File: config.mk
export PLATFORM = sky130hd
export DESIGN_NAME = spine_egress_arbiter
export DESIGN_NICKNAME = d
export VERILOG_FILES = /design/src/rtl/spine_egress_arbiter.sv
export SDC_FILE = /design/constraint.sdc
export NUM_CORES = 1
export LEC_CHECK = 0
export BUFFER_PORTS_ARGS = -buffer_cell sky130_fd_sc_hd__buf_2
export CELL_PAD_IN_SITES_DETAIL_PLACEMENT = 1
export CELL_PAD_IN_SITES_GLOBAL_PLACEMENT = 2
export CORE_MARGIN = 2
export CORE_UTILIZATION = 25
export CTS_BUF_LIST = sky130_fd_sc_hd__clkbuf_2 sky130_fd_sc_hd__clkbuf_4 sky130_fd_sc_hd__clkbuf_8
export CTS_CLUSTER_SIZE = 14
export DETAILED_ROUTE_END_ITERATION = 6
export GPL_TIMING_DRIVEN = 0
export PLACE_DENSITY_LB_ADDON = 0.1
export SYNTH_ARGS = -nofsm -noshare
export SYNTH_HDL_FRONTEND = slang
export SYNTH_SLANG_ARGS = --single-unit
File: constraint.sdc
create_clock -name clk -period 6.37 [get_ports clk]
set_clock_uncertainty 0.05 [all_clocks]
set_input_delay 0.637 -clock clk [delete_from_list [all_inputs] [get_ports clk]]
set_output_delay 0.637 -clock clk [all_outputs]
set_load 0.01 [all_outputs]
File: src/rtl/spine_egress_arbiter.sv
// Round-robin arbiter sharing the single GPU-side egress path among four spine
// inputs, with credit-based flow control toward the NI and sticky error status.
module spine_egress_arbiter #(
  parameter int          DWIDTH     = 16,
  parameter int          CREDITS    = 4,
  parameter logic [5:0]  LOCAL_ADDR = 6'd23
) (
  input  logic                clk,
  input  logic                reset,
  input  logic                arb_enable,
  input  logic [4*DWIDTH-1:0] req_data,
  input  logic [3:0]          req_valid,
  output logic [3:0]          req_ready,
  output logic [DWIDTH-1:0]   out_data,
  output logic                out_valid,
  input  logic                credit_in,
  output logic [1:0]          current_grant,
  output logic [3:0]          credit_count,
  output logic                busy,
  output logic                misroute_err,
  output logic                credit_ovf_err
);

  localparam logic [3:0] CRED_MAX = 4'(CREDITS);

  logic [1:0]        last;
  logic [1:0]        winner;
  logic [1:0]        cand;
  logic              found;
  logic              grant;
  logic [DWIDTH-1:0] win_flit;

  // Search order starts one past the last winner, so a lone requester equal
  // to last is reached on the fourth step and re-granted.
  // NOTE: every always_comb output gets a default first so no path leaves it
  // unassigned, which would otherwise infer a latch.
  always_comb begin
    winner = last;
    found  = 1'b0;
    cand   = last;
    for (int k = 1; k <= 4; k++) begin
      cand = last + 2'(k);
      if (!found && req_valid[cand]) begin
        winner = cand;
        found  = 1'b1;
      end
    end
  end

  // Reset forces the accept low so no upstream flit is consumed during reset.
  assign grant     = !reset && arb_enable && (credit_count != 4'd0) && (|req_valid);
  assign req_ready = grant ? (4'b0001 << winner) : 4'b0000;
  assign win_flit  = req_data[winner*DWIDTH +: DWIDTH];

  assign current_grant = last;
  assign busy          = (credit_count < CRED_MAX);

  // NOTE: sequential state uses non-blocking assignments so every register
  // samples pre-edge values regardless of statement order.
  always_ff @(posedge clk) begin
    if (reset) begin
      out_valid      <= 1'b0;
      out_data       <= '0;
      credit_count   <= CRED_MAX;
      last           <= 2'd3;
      misroute_err   <= 1'b0;
      credit_ovf_err <= 1'b0;
    end else begin
      out_valid <= grant;
      if (grant) begin
        out_data <= win_flit;
        last     <= winner;
        if (win_flit[DWIDTH-1 -: 6] != LOCAL_ADDR)
          misroute_err <= 1'b1;
      end

      // A grant and a returned credit in the same cycle cancel out.
      if (grant && !credit_in) begin
        credit_count <= credit_count - 4'd1;
      end else if (credit_in && !grant) begin
        if (credit_count == CRED_MAX)
          credit_ovf_err <= 1'b1;
        else
          credit_count <= credit_count + 4'd1;
      end
    end
  end

endmodule

==> metrics.cfg, run 1 <==
[outcome]
status = completed

[drt]
ant_nets = 0
vias = 1760
wl_um = 5640
vias_per_cell = 4.84
wire_per_inst_um = 15.5
drt_iter0_markers = 37
dr.pass1.iters = 4
drc_errors = 0

[synth]
synth_xor_area_share_pct = 2.14
synth_edf_count = 0
yosys.cell_types.count = 41
synth.area.mux_share_pct = 14.6
synth_compound_area_share_pct = 20.4
syn_nets = 259
ys.flop_type = dfxtp_1
netlist_area_um2 = 1640
synthAdderAreaFrac_pct = 4.28
synth_top_family_by_area = simple AND/OR/NAND/NOR gates
yosysSeqAreaShare_pct = 30.6
yosysWarnings = 0
synth-seq-cells = 25
synth-simple-area-share_pct = 21.7
async_flop_share_pct = 0
avgSynthCellArea_um2 = 8.99
synthCells = 182

[timing]
layout_min_cycle_time_ns = 3.06
drv_slew = 0
worst_slew_pin_slew_ns = 0.578
hold_viol = 0
rsz0062_at_grt = no
setup_tns_ns = 0
period_share_pct = 48.0
setup_viol = 0
fmax_ghz = 0.327
relSlewSlack_pct = 61.5

[layout]
area_growth_pct = 39.6
mostFrequentLayoutCells = buf_2 (102), nand2_1 (25), dfxtp_1 (25)
final_common_cell = buf_2
drive_gt1_share_pct = 41.8
final.fill_count = 793
regArea_um2 = 500
diodes = 0
layout.nets = 365
multi_input_area_um2 = 1030

[setup_path]
crit_family = buffers and inverters
cp_cell_sequence = buf_2 -> inv_1 -> o22ai_1 -> a221oi_2 -> buf_6 -> clkbuf_1 -> nand2_1 -> nor2_1 -> buf_2
crit_fanout = 10
worstSetupPathType = in -> out
cp-start-kind = primary input
path_common_cell = buf_2
slowest_stage = clkbuf_1
crit_path_end_kind = output port
path_buf_inv = 5
slowest_delay_ns = 0.42
cp_data_required_time_ns = 5.68
worstPathArrival_ns = 2.37

[global_routing]
grtUsageTotal_pct = 15.9
antenna_found_initial = 0
grt_pass1_vias = 1800
grt_pass1_wl_um = 9150
grt_overflow_total = 0
grt_max_degree = 15

[floorplan]
die-area_um2 = 7210
fp.coreArea_um2 = 6350
ios = 102
start_util_pct = 25.8
die_w_um = 84.9
row_count = 29
die_y_um = 84.9

[power_and_ir_drop]
powerDensity_nw_per_um2 = 310
ir_drop_mv = 0.111
p_leak_nw = 1.10
power_w = 0.000707

[placed_design]
gp_congestion = 0.771
dpl.hpwl_um = 4420
numPortBuffers = 101

[hold_path]
min_path_type = reg -> reg

[clock_network]
clockBufferDepth = 2
cts_buffers = 3
cts_setup_buffers = 0
cts_tree = done
clk_pin_slew_ns = 0.10
clk-insertion-delay-late_ns = 0.28
cts_hold_buf = 0
cts_resized = 0
cts.htree.levels = 1
clock-sinks = 25
root_buffer = clkbuf_8

[run]
drv_cap = 0

## kinds of logic (layout without fill, tap and decap cells)
group                      Yosys count  after routing
AOI/OAI and AO/OA                   46             46
buffers and inverters               22            127
and+or+nand+nor                     64             64
muxes                               16             16
DFF                                 25             25
xor gates and xnor gates             4              4
adders and majority gates            5              5
## layer usage
metal	wire length, um	track usage, %
met2	2720	27.4
met1	2600	21.1
met4	24	1.73
met3	295	3.31
met5	0	0
## through the flow
step | hold WS [ns] | cell area [um2] | util, % | std cells | setup slack (ns)
floorplan | 0.431 | 1640 | - | 182 | 3.59
global placement | 0.392 | 2240 | 35.3 | 360 | 3.11
detailed placement | 0.395 | 2240 | 35.3 | 360 | 3.08
CTS | 0.410 | 2280 | 36.0 | 364 | 3.29
global route | 0.434 | 2280 | 36.0 | 364 | 3.01
finish | 0.407 | 2280 | 36.0 | 364 | 3.31
## where the power goes
| part | internal (W) | leakage, nW | switching (W) | total [W] |
|---|---|---|---|---|
| Clock | 0.0000439 | 0.0255 | 0.0000569 | 0.000101 |
| Combinational | 0.000172 | 0.865 | 0.000206 | 0.000378 |
| Sequential | 0.000194 | 0.206 | 0.0000342 | 0.000228 |
| Total | 0.000410 | 1.10 | 0.000297 | 0.000707 |
## cell usage after synthesis (all sizes together) (4+ instances only)
| master | number | area (um2) |
|---|---|---|
| dfxtp | 25 | 500 |
| inv | 9 | 33.8 |
| ha | 4 | 50.1 |
| nor2 | 9 | 41.3 |
| nand3b | 6 | 45.0 |
| clkbuf | 10 | 37.5 |
| a21oi | 14 | 73.8 |
| mux4 | 6 | 139 |
| nand2 | 25 | 93.8 |
| a211oi | 12 | 95.1 |
| a211o | 11 | 96.3 |
| nor3b | 11 | 87.6 |
| mux2i | 10 | 100 |
## worst paths after layout
check	depth (start not counted)	startpoint	slack, ns	endpoint
worst min-delay path	2	out_data[8]	0.41	out_data[8]
worst max register to register	12	credit_count[0]	3.43	credit_count[3]
worst max-delay path	9	req_valid[3]	3.31	req_ready[2]
worst min register to register	2	out_data[8]	0.41	out_data[8]
## state kept, by name, summed over array words and instances, names as in the netlist
name and cells:
current_grant 2, out_valid 1, out_data 16, credit_ovf_err 1, credit_count 4, misroute_err 1
## worst reg2reg max path, cell delays in order (launching register included)
cell	delay, ns
dfxtp_1	0.47
nor4_1	0.11
or4b_1	0.47
clkbuf_1	0.20
inv_2	0.21
ha_1	0.29
ha_1	0.26
a21o_1	0.17
a21oi_1	0.17
xnor2_1	0.13
nand2_1	0.08
xor2_1	0.16
nor2_1	0.05
## layout make-up
| class | count | share of cell area [%] |
|---|---|---|
| clock inverter | 1 | 0.219 |
| multi-input combinational | 135 | 45.2 |
| buffer | 13 | 3.01 |
| tap | 77 | 4.22 |
| sequential | 25 | 21.9 |
| inverter | 9 | 1.48 |
| timing repair buffer | 101 | 22.1 |
| clock buffer | 3 | 1.81 |
(Power assumes the default switching activity.)
==> run 2, diff against run 1 <==
CORE_UTILIZATION = 23   (was 25)
clock period = 3.2 ns   (was 6.37 ns; I/O delays follow)
==> run 2 against run 1 <==
Net effect: count of clock-buffer cells in the layout up 1; register-to-register slack lost 3.2 ns; wire length is 2.6% higher; final cell count is 5.2% higher; first-iteration DRC count shrank 5.4%; sequential share of layout area is 0.27 points lower; largest cell class unchanged; highest routed layer unchanged.
==> metrics.cfg, run 2 (synthesis gave the netlist of run 1 again) <==
[layout]
final_design_area_no_fill_um2 = 2310
largest_register_ffs = 16
mostFrequentLayoutCells = buf_2 (102), nand2_1 (25), dfxtp_1 (25)
drive_gt1_share_pct = 41.8
top_register = out_data
layout.nets = 365
final.fill_count = 858
final_common_cell = buf_2
area_growth_pct = 41.4
multi_input_area_um2 = 1030
regArea_um2 = 500
diodes = 0
final_util_pct = 33.9

[setup_path]
slowest_delay_ns = 0.50
path_common_cell = ha_1
r2r_slack_ns = 0.27
regToRegStartpoint = credit_count[0]
cp_data_required_time_ns = 3.31
crit_path_end_kind = flop
slowest_stage = or4b_1
cp_cell_sequence = nor4_1 -> or4b_1 -> clkbuf_1 -> inv_4 -> ha_1 -> ha_1 -> a21o_1 -> a21oi_1 -> xnor2_1 -> nand2_1 -> xor2_1 -> nor2_1
r2r-end = credit_count[3]
cp-start-kind = flop
crit_fanout = 10
worstSetupPathType = reg -> reg
worstPathArrival_ns = 3.03
r2r_cells = 12

[timing]
rsz0062_at_grt = no
worst_slew_pin_slew_ns = 0.593
hold_viol = 0
relSlewSlack_pct = 60.5
fin_ws_ns = 0.274
layout_min_cycle_time_ns = 2.93
finalHoldWorstSlack_ns = 0.325
fmax_ghz = 0.342
drv_slew = 0
period_share_pct = 91.4
setup_viol = 0
setup_tns_ns = 0

[clock_network]
cts_buffers = 3
cts_hold_buf = 0
cts.htree.levels = 1
cts_tree = done
clk_pin_slew_ns = 0.09
clock-sinks = 25
root_buffer = clkbuf_8
clockBufferDepth = 2
clk-insertion-delay-late_ns = 0.27
cts_setup_buffers = 0

[global_routing]
grt_overflow_total = 0
grt_pass1_vias = 1843
grt_pass1_wl_um = 9050
antenna_found_initial = 0
grt_max_degree = 14
grtUsageTotal_pct = 15.0

[power_and_ir_drop]
ir_drop_mv = 0.212
p_leak_nw = 1.10
powerDensity_nw_per_um2 = 614

[drt]
ant_nets = 0
wl_um = 5790
drt_iter0_markers = 35
dr.pass1.iters = 4
vias_per_cell = 4.62
wire_per_inst_um = 15.1
vias = 1769
drc_errors = 0

[hold_path]
min_path_type = in -> reg
hold_depth = 2
holdCritStartpoint = reset
hold_path_end = current_grant[0]

[floorplan]
die-area_um2 = 7810
fp.coreArea_um2 = 6830
start_util_pct = 24.0
row_count = 30
die_y_um = 88.4
ios = 102
die_w_um = 88.4

[placed_design]
numPortBuffers = 101
dpl.hpwl_um = 4590
place_area_um2 = 2260
dp_slack_ns = 0.209
gp_congestion = 0.732

[run]
drv_cap = 0

[outcome]
status = completed

[run 2: cell types whose count changed in the layout (fill, tap and decap cells not counted)]
cell and change:
clkbuf_4 +1, clkinv_2 -1, inv_2 -1, inv_4 +1
[run 2: report_power, final]
| group | internal, W | switching [W] |
|---|---|---|
| logic | 0.000344 | 0.000412 |
| clock network | 0.0000979 | 0.000111 |
| registers | 0.000386 | 0.0000700 |
[run 2: cell type report]
class | count | area share, %
multi-input combinational | 135 | 44.7
timing repair buffer | 101 | 21.8
sequential | 25 | 21.6
tap | 96 | 5.19
buffer | 13 | 2.97
clock buffer | 4 | 2.11
inverter | 9 | 1.57
[run 2: what timing repair did]
action	in CTS	in global routing
endpoints found under the hold margin	0	0
resized for setup	0	1
endpoints found under the setup margin	0	1
[run 2: worst max path at each step]
stage | start | endpoint | depth (start not counted)
2_1_floorplan | credit_count[0] | credit_count[3] | 12
3_3_place_gp | credit_count[0] | credit_count[3] | 12
3_5_place_dp | credit_count[0] | credit_count[3] | 12
4_1_cts | credit_count[0] | credit_count[3] | 12
5_1_grt | credit_count[0] | credit_count[3] | 12
6_report | credit_count[0] | credit_count[3] | 12
[run 2: metrics by stage]
stage	std cells	total power, W
after floorplan	182	0.000965
after global placement	379	0.00123
after detailed placement	379	0.00124
after CTS	383	0.00146
after global routing	383	0.00155
final	383	0.00142
[run 2: metal layers]
| metal | share of wire (%) | GRT usage (%) |
|---|---|---|
| met1 | 45 | 18.0 |
| met5 | 0 | 0 |
| met4 | 0.60 | 2.89 |
| met2 | 48 | 27.1 |
| met3 | 6.9 | 3.73 |
[run 2: worst max-delay path: cells and delay by family (launching register included)]
family / cells / cell delay [ns]
compound gates: 2 / 0.36
xor+xnor: 2 / 0.30
fa+ha+maj: 2 / 0.51
buf+inv: 2 / 0.39
flops: 1 / 0.46
simple gates: 4 / 0.74
